===== config.mk =====
export PLATFORM = sky130hd
export DESIGN_NAME = aes_block_tx
export DESIGN_NICKNAME = d
export VERILOG_FILES = /design/src/rtl/aes_uart_pkg.sv /design/src/rtl/uart_tx_byte.sv /design/src/rtl/aes_block_tx.sv
export SDC_FILE = /design/constraint.sdc
export NUM_CORES = 1
export LEC_CHECK = 0
export BUFFER_PORTS_ARGS = -buffer_cell sky130_fd_sc_hd__buf_2
export CELL_PAD_IN_SITES_DETAIL_PLACEMENT = 0
export CELL_PAD_IN_SITES_GLOBAL_PLACEMENT = 1
export CORE_ASPECT_RATIO = 0.9
export CORE_UTILIZATION = 49
export CTS_CLUSTER_SIZE = 12
export DETAILED_ROUTE_END_ITERATION = 10
export GPL_TIMING_DRIVEN = 0
export PLACE_DENSITY_LB_ADDON = 0.1
export SYNTH_ARGS = -nofsm -noshare
export SYNTH_HDL_FRONTEND = slang
export SYNTH_HIERARCHICAL = 1
export SYNTH_SLANG_ARGS = --single-unit

===== constraint.sdc =====
create_clock -name clk -period 3.95 [get_ports clk]
set_input_delay 0.9875 -clock clk [delete_from_list [all_inputs] [get_ports clk]]
set_output_delay 0.9875 -clock clk [all_outputs]
set_load 0.01 [all_outputs]

===== src/rtl/aes_uart_pkg.sv =====
// Shared constants and UART frame states for the AES block transmit and receive paths.
package aes_uart_pkg;

  localparam int BYTES_PER_BLOCK = 16;
  localparam int BITS_PER_BYTE   = 8;

  localparam logic [3:0] LAST_BYTE_IDX = 4'(BYTES_PER_BLOCK - 1);
  localparam logic [2:0] LAST_BIT_IDX  = 3'(BITS_PER_BYTE - 1);

  typedef enum logic [1:0] {
    IDLE  = 2'd0,
    START = 2'd1,
    DATA  = 2'd2,
    STOP  = 2'd3
  } uartState_t;

  // A block is held as a [127:0] vector with byte 0 in the top eight bits,
  // so byte k lives at bit offset 8*(15-k), which is 8*~k for a 4-bit index.
  function automatic logic [7:0] blockByte(input logic [127:0] blk, input logic [3:0] idx);
    return blk[{~idx, 3'b000} +: 8];
  endfunction

endpackage


===== src/rtl/uart_tx_byte.sv =====
// Single-byte UART transmitter: start bit, eight data bits LSB first, stop bit.
// A new byte offered during the final stop-bit cycle starts immediately, giving gap-free frames.
module uart_tx_byte
  import aes_uart_pkg::*;
#(
  parameter int CLKS_PER_BIT = 868
) (
  input  logic       clk,
  input  logic       rst,
  input  logic       i_byteValid,
  input  logic [7:0] i_byte,
  output logic       o_tx,
  output logic       o_byteDone,
  output logic       o_byteDoneNext
);

  localparam logic [15:0] BIT_END   = 16'(CLKS_PER_BIT - 1);
  localparam logic [15:0] DONE_LEAD = 16'(CLKS_PER_BIT - 2);

  uartState_t  r_state;
  logic [15:0] r_baudCnt;
  logic [2:0]  r_bitIdx;
  logic [7:0]  r_shift;
  logic        r_tx;
  logic        r_byteDone;

  logic w_bitEnd;
  logic w_doneNext;

  assign w_bitEnd   = (r_baudCnt == BIT_END);
  assign w_doneNext = (r_state == STOP) && (r_baudCnt == DONE_LEAD);

  assign o_tx           = r_tx;
  assign o_byteDone     = r_byteDone;
  assign o_byteDoneNext = w_doneNext;

  // Frame sequencer: baud counter restarts at each bit boundary; byteDone is raised
  // one cycle early so it is a clean register that is high exactly on the last stop-bit cycle.
  always_ff @(posedge clk) begin
    if (rst) begin
      r_state    <= IDLE;
      r_baudCnt  <= '0;
      r_bitIdx   <= '0;
      r_shift    <= '0;
      r_tx       <= 1'b1;
      r_byteDone <= 1'b0;
    end else begin
      r_byteDone <= w_doneNext;
      case (r_state)
        IDLE: begin
          r_baudCnt <= '0;
          if (i_byteValid) begin
            r_shift <= i_byte;
            r_tx    <= 1'b0;
            r_state <= START;
          end
        end
        START: begin
          if (w_bitEnd) begin
            r_baudCnt <= '0;
            r_tx      <= r_shift[0];
            r_shift   <= {1'b0, r_shift[7:1]};
            r_bitIdx  <= '0;
            r_state   <= DATA;
          end else begin
            r_baudCnt <= r_baudCnt + 16'd1;
          end
        end
        DATA: begin
          if (w_bitEnd) begin
            r_baudCnt <= '0;
            r_bitIdx  <= r_bitIdx + 3'd1;
            if (r_bitIdx == LAST_BIT_IDX) begin
              r_tx    <= 1'b1;
              r_state <= STOP;
            end else begin
              r_tx    <= r_shift[0];
              r_shift <= {1'b0, r_shift[7:1]};
            end
          end else begin
            r_baudCnt <= r_baudCnt + 16'd1;
          end
        end
        STOP: begin
          if (w_bitEnd) begin
            r_baudCnt <= '0;
            if (i_byteValid) begin
              r_shift <= i_byte;
              r_tx    <= 1'b0;
              r_state <= START;
            end else begin
              r_state <= IDLE;
            end
          end else begin
            r_baudCnt <= r_baudCnt + 16'd1;
          end
        end
        default: r_state <= IDLE;
      endcase
    end
  end

endmodule


===== src/rtl/aes_block_tx.sv =====
// Serializes 128-bit ciphertext blocks as sixteen back-to-back UART frames,
// with a one-deep pending slot so a block can arrive while another is on the line.
module aes_block_tx
  import aes_uart_pkg::*;
#(
  parameter int CLKS_PER_BIT = 868
) (
  input  logic         clk,
  input  logic         rst,
  input  logic [0:127] encrypted_data,
  input  logic         encrypted_data_state,
  output logic         tx,
  output logic         busy,
  output logic         tx_done,
  output logic         overrun
);

  logic [127:0] r_block;
  logic [127:0] r_pend;
  logic         r_pendValid;
  logic         r_active;
  logic [3:0]   r_byteIdx;
  logic         r_busy;
  logic         r_txDone;
  logic         r_overrun;

  logic [127:0] w_inBlock;
  logic         w_byteValid;
  logic [7:0]   w_byteData;
  logic         w_byteDone;
  logic         w_byteDoneNext;
  logic         w_lastByte;
  logic         w_blockEnd;

  // Port bit 0 (MSB of byte 0) lands in bit 127 of the internal descending vector.
  assign w_inBlock  = encrypted_data;
  assign w_lastByte = (r_byteIdx == LAST_BYTE_IDX);
  assign w_blockEnd = r_active && w_byteDone && w_lastByte;

  assign busy    = r_busy;
  assign tx_done = r_txDone;
  assign overrun = r_overrun;

  // Choose the byte offered to the framer: a fresh block when idle, the next byte of the
  // current block at each byte end, or at block end the pending block before a coincident strobe.
  always_comb begin
    w_byteValid = 1'b0;
    w_byteData  = 8'h00;
    if (!r_active) begin
      w_byteValid = encrypted_data_state;
      w_byteData  = blockByte(w_inBlock, 4'd0);
    end else if (w_byteDone) begin
      if (!w_lastByte) begin
        w_byteValid = 1'b1;
        w_byteData  = blockByte(r_block, r_byteIdx + 4'd1);
      end else if (r_pendValid) begin
        w_byteValid = 1'b1;
        w_byteData  = blockByte(r_pend, 4'd0);
      end else begin
        w_byteValid = encrypted_data_state;
        w_byteData  = blockByte(w_inBlock, 4'd0);
      end
    end
  end

  uart_tx_byte #(
    .CLKS_PER_BIT(CLKS_PER_BIT)
  ) u_txByte (
    .clk           (clk),
    .rst           (rst),
    .i_byteValid   (w_byteValid),
    .i_byte        (w_byteData),
    .o_tx          (tx),
    .o_byteDone    (w_byteDone),
    .o_byteDoneNext(w_byteDoneNext)
  );

  // Block sequencing and pending slot: a block-end cycle frees a slot, so a strobe there never
  // overruns; otherwise a strobe with both the line and the pending slot occupied is dropped.
  always_ff @(posedge clk) begin
    if (rst) begin
      r_block     <= '0;
      r_pend      <= '0;
      r_pendValid <= 1'b0;
      r_active    <= 1'b0;
      r_byteIdx   <= '0;
      r_busy      <= 1'b0;
      r_txDone    <= 1'b0;
      r_overrun   <= 1'b0;
    end else begin
      r_txDone  <= r_active && w_byteDoneNext && w_lastByte;
      r_overrun <= 1'b0;
      if (!r_active) begin
        if (encrypted_data_state) begin
          r_block   <= w_inBlock;
          r_active  <= 1'b1;
          r_byteIdx <= '0;
          r_busy    <= 1'b1;
        end
      end else begin
        if (w_byteDone) begin
          r_byteIdx <= r_byteIdx + 4'd1;
        end
        if (w_blockEnd) begin
          if (r_pendValid) begin
            r_block     <= r_pend;
            r_pendValid <= encrypted_data_state;
            if (encrypted_data_state) begin
              r_pend <= w_inBlock;
            end
          end else if (encrypted_data_state) begin
            r_block <= w_inBlock;
          end else begin
            r_active <= 1'b0;
            r_busy   <= 1'b0;
          end
        end else if (encrypted_data_state) begin
          if (!r_pendValid) begin
            r_pend      <= w_inBlock;
            r_pendValid <= 1'b1;
          end else begin
            r_overrun <= 1'b1;
          end
        end
      end
    end
  end

endmodule

==> results.toml, run 1 <==
[outcome]
outcome = "finished clean"

[synth]
synth-edff-count = 0
async_flop_share = 0
ys.warnings.count = 6
yosys_most_used_dff = "dfxtp_1"
synth.cell_area_mm2 = 0.0147
synth_nets = 1901
synth.avg_cell_area_um2 = 8.36
ys_seq_area_frac = 0.403
yosysUniqueCellTypes = 58
synthCells = 1760
yosys_register_bits = 296

[placement]
port_buffers = 134
globalplace.congestion = 0.952
placedCellCount = 2290
post-place-ws_ps = 173
hpwlAfterDp_um = 34400

[clock_tree]
clock_sinks = 296
clk_pin_slew_ps = 60
cts_setup_buffers = 0
htreeDepth = 2
cts_tree = "built"
post_cts_resized = 0
insertion_delay_ps = 520
cts.path.max_buffers = 3
cts_buffers = 35
cts_root_buffer = "clkbuf_16"
cts_hold_buffers = 0

[setup_path]
endpoint_kind = "register"
crit_path_start = "encrypted_data_state"
rr_endpoint = "u_txByte/r_shift[1]"
worstSetupPathType = "in2reg"
start_kind = "primary input"
ff2ff_path_depth = 11
required_ps = 4370
crit_end = "u_txByte/r_shift[6]"
worstPathMaxFanout = 10
cp.arrival_ps = 3720
reg2reg_from = "r_byteIdx[0]"
r2r_slack_ps = 820

[timing]
max_freq_mhz = 303
tns_ps = 0
rsz0062_at_grt = "false"
setup_slack_ps = 652
slew_headroom = 0.306
setup_viol = 0
hold_viol = 0
worstMarginPinSlew_ps = 1040
final_max_slew_viol_count = 0
skew_ps = 18.8
min_period_ps = 3300
fin_crit_sh = 0.835

[die]
fp-row-count = 59
pin_count = 135
initial_utilization = 0.503
die_y_um = 166
die_area_mm2 = 0.0307
die_w_um = 185
core_area_mm2 = 0.0292

[routing]
drt-wirelength-per-cell_um = 20.5
vias = 14300
drc = 0
vias_per_cell = 6.10
drt_pass1_iterations = 7
ant_nets = 0
routed_wl_um = 48200
drtIter0Drc = 1269

[layout]
final_cell_mix = "dfxtp_1, o21ai_0, buf_2, nor2_1, a21oi_1"
diodes = 0
final_cells = 2348
fin_nets = 2072
final_common_cell = "dfxtp_1"
syn_to_final_growth_pct = 15.3
drive_above_1_share = 0.160

[pwr]
powerDensity_mw_per_mm2 = 460
p_leak_nw = 6.29
peakVddDrop_v = 0.000302

[grt]
track_usage = 0.311
grt_pass1_vias = 13100
antenna_found_initial = 0
grt_max_degree = 13
grt_pass1_wl_um = 74700
grt_overflow = 0

[worst_hold_path]
min_path_type = "reg2reg"

[job]
drv_cap = 0
where the power goes:
group	internal, mW	switching [mW]
Sequential	3.22	0.156
Clock	1.81	1.30
Combinational	0.509	0.809
cells in the mapped netlist (all sizes together), types with 12 or more instances:
cell type / count / area, µm²
nand4: 16 / 115
clkbuf: 100 / 390
nand2: 18 / 67.6
o21ai: 269 / 1350
dfxtp: 296 / 5930
a211oi: 144 / 1080
nor3: 24 / 120
xnor2: 12 / 113
nor2: 154 / 578
nand3b: 144 / 1080
mux2i: 33 / 330
mux2: 15 / 169
nand3: 137 / 686
inv: 17 / 63.8
buf: 97 / 514
nor3b: 32 / 240
mux4: 16 / 394
a21oi: 149 / 749
per-layer routing:
layer / track usage / up-vias / share of wire
met5: 0 / - / 0
met4: 0.103 / 0 / 0.032
met3: 0.0537 / 94 / 0.082
met2: 0.429 / 584 / 0.41
met1: 0.481 / 6841 / 0.48
li1: - / 6807 / -
per-stage QoR:
stage                     utilization  hold slack, ps  instance area, µm²  power (mW)
after floorplan                     -             430               14700        4.28
final                           0.580             456               17000        7.80
after global routing            0.580             472               17000        8.14
after detailed placement        0.543             447               15900        4.73
after global placement          0.543             439               15900        4.71
after CTS                       0.580             456               17000        7.83
kinds of logic (layout without fill, tap and decap cells):
group / Yosys count / in the layout / synth area share
AO/OA/AOI/OAI: 600 / 600 / 0.238
AND/OR/NAND/NOR: 559 / 559 / 0.213
multiplexers: 64 / 64 / 0.0607
flip-flops: 296 / 296 / 0.403
adder cells (fa/ha/maj): 10 / 10 / 0.00850
buffers and inverters: 214 / 406 / 0.0658
XOR/XNOR: 17 / 17 / 0.0106
flip-flops by register name, summed over array words and instances, names as in the netlist, 2 cells and up:
signal / count
u_txByte/r_state: 2
r_byteIdx: 4
r_block: 128
u_txByte/r_shift: 8
r_pend: 128
u_txByte/r_baudCnt: 16
u_txByte/r_bitIdx: 3
how the worst min path moves through the flow:
stage	from	endpoint	slack (ps)	depth (start not counted)
floorplan	u_txByte/r_shift[1]	u_txByte/r_shift[1]	430	2
global placement	u_txByte/r_shift[4]	u_txByte/r_shift[4]	440	2
detailed placement	u_txByte/r_shift[4]	u_txByte/r_shift[4]	450	2
CTS	u_txByte/r_shift[3]	u_txByte/r_shift[3]	460	2
global route	u_txByte/r_shift[4]	u_txByte/r_shift[4]	470	2
finish	u_txByte/r_shift[2]	u_txByte/r_shift[2]	460	2
cell type report:
type | count | area, µm²
sequential | 296 | 5930
multi-input combinational | 1250 | 7820
timing repair buffer | 134 | 671
clock inverter | 11 | 103
fill | 2803 | 12300
buffer | 197 | 905
clock buffer | 47 | 982
inverter | 17 | 63.8
tap | 396 | 495
worst max-delay path, stage by stage:
cell and delay (ps):
buf_2 130, buf_2 350, buf_2 360, buf_1 410, a21oi_1 70, a21oi_1 390
o21ai_1 300, a21o_1 240, clkbuf_1 200, a211oi_1 280
Power figures use the tool's default switching activity.
==> run 2, diff against run 1 <==
Settings changed: CORE_UTILIZATION 49 to 41.
Clock period 3.95 ns to 2.8 ns, I/O delays scaled along.
==> results.toml, run 2 (synthesis results as in run 1) <==
[outcome]
outcome = "finished clean"

[layout]
syn_to_final_growth_pct = 17.1
diodes = 0
final_cell_mix = "dfxtp_1, o21ai_0, buf_2, nor2_1, a21oi_1"
final_cells = 2422
final_common_cell = "dfxtp_1"
drive_above_1_share = 0.165
fin_nets = 2073
top_regs = "r_block: 128 flops, r_pend: 128 flops, u_txByte/r_baudCnt: 16 flops"

[grt]
grt_overflow = 0
grt_pass1_wl_um = 78700
grt_max_degree = 20
antenna_found_initial = 0
track_usage = 0.275
grt_pass1_vias = 13400

[timing]
fin_crit_sh = 0.987
hold_viol = 0
max_freq_mhz = 362
final_max_slew_viol_count = 0
setup_viol = 0
slew_headroom = 0.324
skew_ps = 17.4
min_period_ps = 2760
rsz0062_at_grt = "true"
worstMarginPinSlew_ps = 1010

[routing]
drt-wirelength-per-cell_um = 21.1
drtIter0Drc = 1076
vias = 14300
ant_nets = 0
routed_wl_um = 51100
drc = 0
drt_pass1_iterations = 7
vias_per_cell = 5.91

[die]
die_w_um = 202
die_area_mm2 = 0.0366
fp-row-count = 65
initial_utilization = 0.418
pin_count = 135
die_y_um = 182
core_area_mm2 = 0.0352

[job]
drv_cap = 0

[clock_tree]
cts_tree = "built"
clk_pin_slew_ps = 60
cts_root_buffer = "clkbuf_16"
insertion_delay_ps = 530
cts_buffers = 36
htreeDepth = 2
cts.path.max_buffers = 3
clock_sinks = 296

[worst_hold_path]
min_path_cells = 3
min_path_type = "in2reg"
min_from = "encrypted_data[36]"
holdPathEnd = "r_pend[91]"

[setup_path]
ff2ff_path_depth = 11
required_ps = 3190
start_kind = "register"
endpoint_kind = "register"
reg2reg_from = "r_byteIdx[0]"
rr_endpoint = "u_txByte/r_shift[0]"
worstPathMaxFanout = 10
worstSetupPathType = "reg2reg"
cp.arrival_ps = 3160
r2r_slack_ps = 40

[pwr]
p_leak_nw = 6.37
swShare = 0.282
peakVddDrop_v = 0.000405
finalPower_mw = 11.5
seqPwrFrac = 0.415
p_sw_mw = 3.23
p_int_mw = 8.23
powerDensity_mw_per_mm2 = 665
pwr-share-clk = 0.419
comb_power_share = 0.165

[placement]
globalplace.congestion = 0.967
hpwlAfterDp_um = 36600
placedCellCount = 2363
port_buffers = 134
run 2: cell types whose count changed in the layout (fill, tap and decap cells not counted), sizes merged:
cell / previous run / this run
buf: 231 / 230
bufinv: 1 / 4
clkbuf: 147 / 152
clkinv: 9 / 2
inv: 18 / 19
run 2: critical path: stages, from the launching register on:
cell and delay (ps):
dfxtp_2 420, ha_1 260, buf_4 200, buf_6 160
buf_2 180, nor3_1 300, mux2i_1 160, nand4_1 200
a31oi_1 160, mux2_2 320, a211oi_1 190, a211oi_1 70
run 2: area by class of cell:
class | count | area (µm²)
buffer | 196 | 925
clock buffer | 51 | 1050
clock inverter | 8 | 151
fill | 3521 | 18000
inverter | 17 | 63.8
multi-input combinational | 1250 | 7850
sequential | 296 | 5930
tap | 469 | 587
timing repair buffer | 135 | 678
run 2: power by group through the flow:
stage               clock network (mW)  registers [mW]  logic [mW]
global route                      5.08            4.79        2.09
detailed placement                   0            4.84        1.87
CTS                               4.91            4.75        1.88
finish                            4.81            4.76        1.90
global placement                     0            4.83        1.84
floorplan                            0            4.74        1.29
run 2: per-layer routing:
metal  track usage  vias to the layer above  share of wire
li1              -                     6807              -
met1         0.421                     6958           0.49
met2         0.393                      470           0.42
met3        0.0386                       75          0.063
met4        0.0827                        0          0.025
met5             0                        -              0
run 2: worst max path at each step:
stage / from / end / slack [ps] / cells after the start
after floorplan: encrypted_data_state / u_txByte/r_state[0] / 220 / 9
after global placement: encrypted_data_state / u_txByte/r_shift[2] / -760 / 10
after detailed placement: encrypted_data_state / u_txByte/r_state[0] / -710 / 10
after CTS: r_byteIdx[0] / u_txByte/r_shift[2] / 20 / 11
after global routing: r_byteIdx[0] / u_txByte/r_shift[2] / 3 / 10
final: r_byteIdx[0] / u_txByte/r_shift[0] / 40 / 11
run 2: what timing repair did:
action,in CTS,in global routing
buffers inserted,0,1
endpoints found under the setup margin,9,8
resized for setup,8,11
hold buffers,0,0
pin swaps,0,1
run 2: per-stage QoR:
step                      hold slack [ps]  setup TNS (ps)  setup WS [ps]  utilization  instance area [µm²]
after floorplan                       430               0            223            -                14700
after global placement                442           -7200           -764        0.453                16000
after detailed placement              448           -6660           -708        0.453                16000
after CTS                             406               0           20.1        0.488                17200
after global routing                  416               0           2.89        0.489                17200
final                                 425               0           35.6        0.489                17200
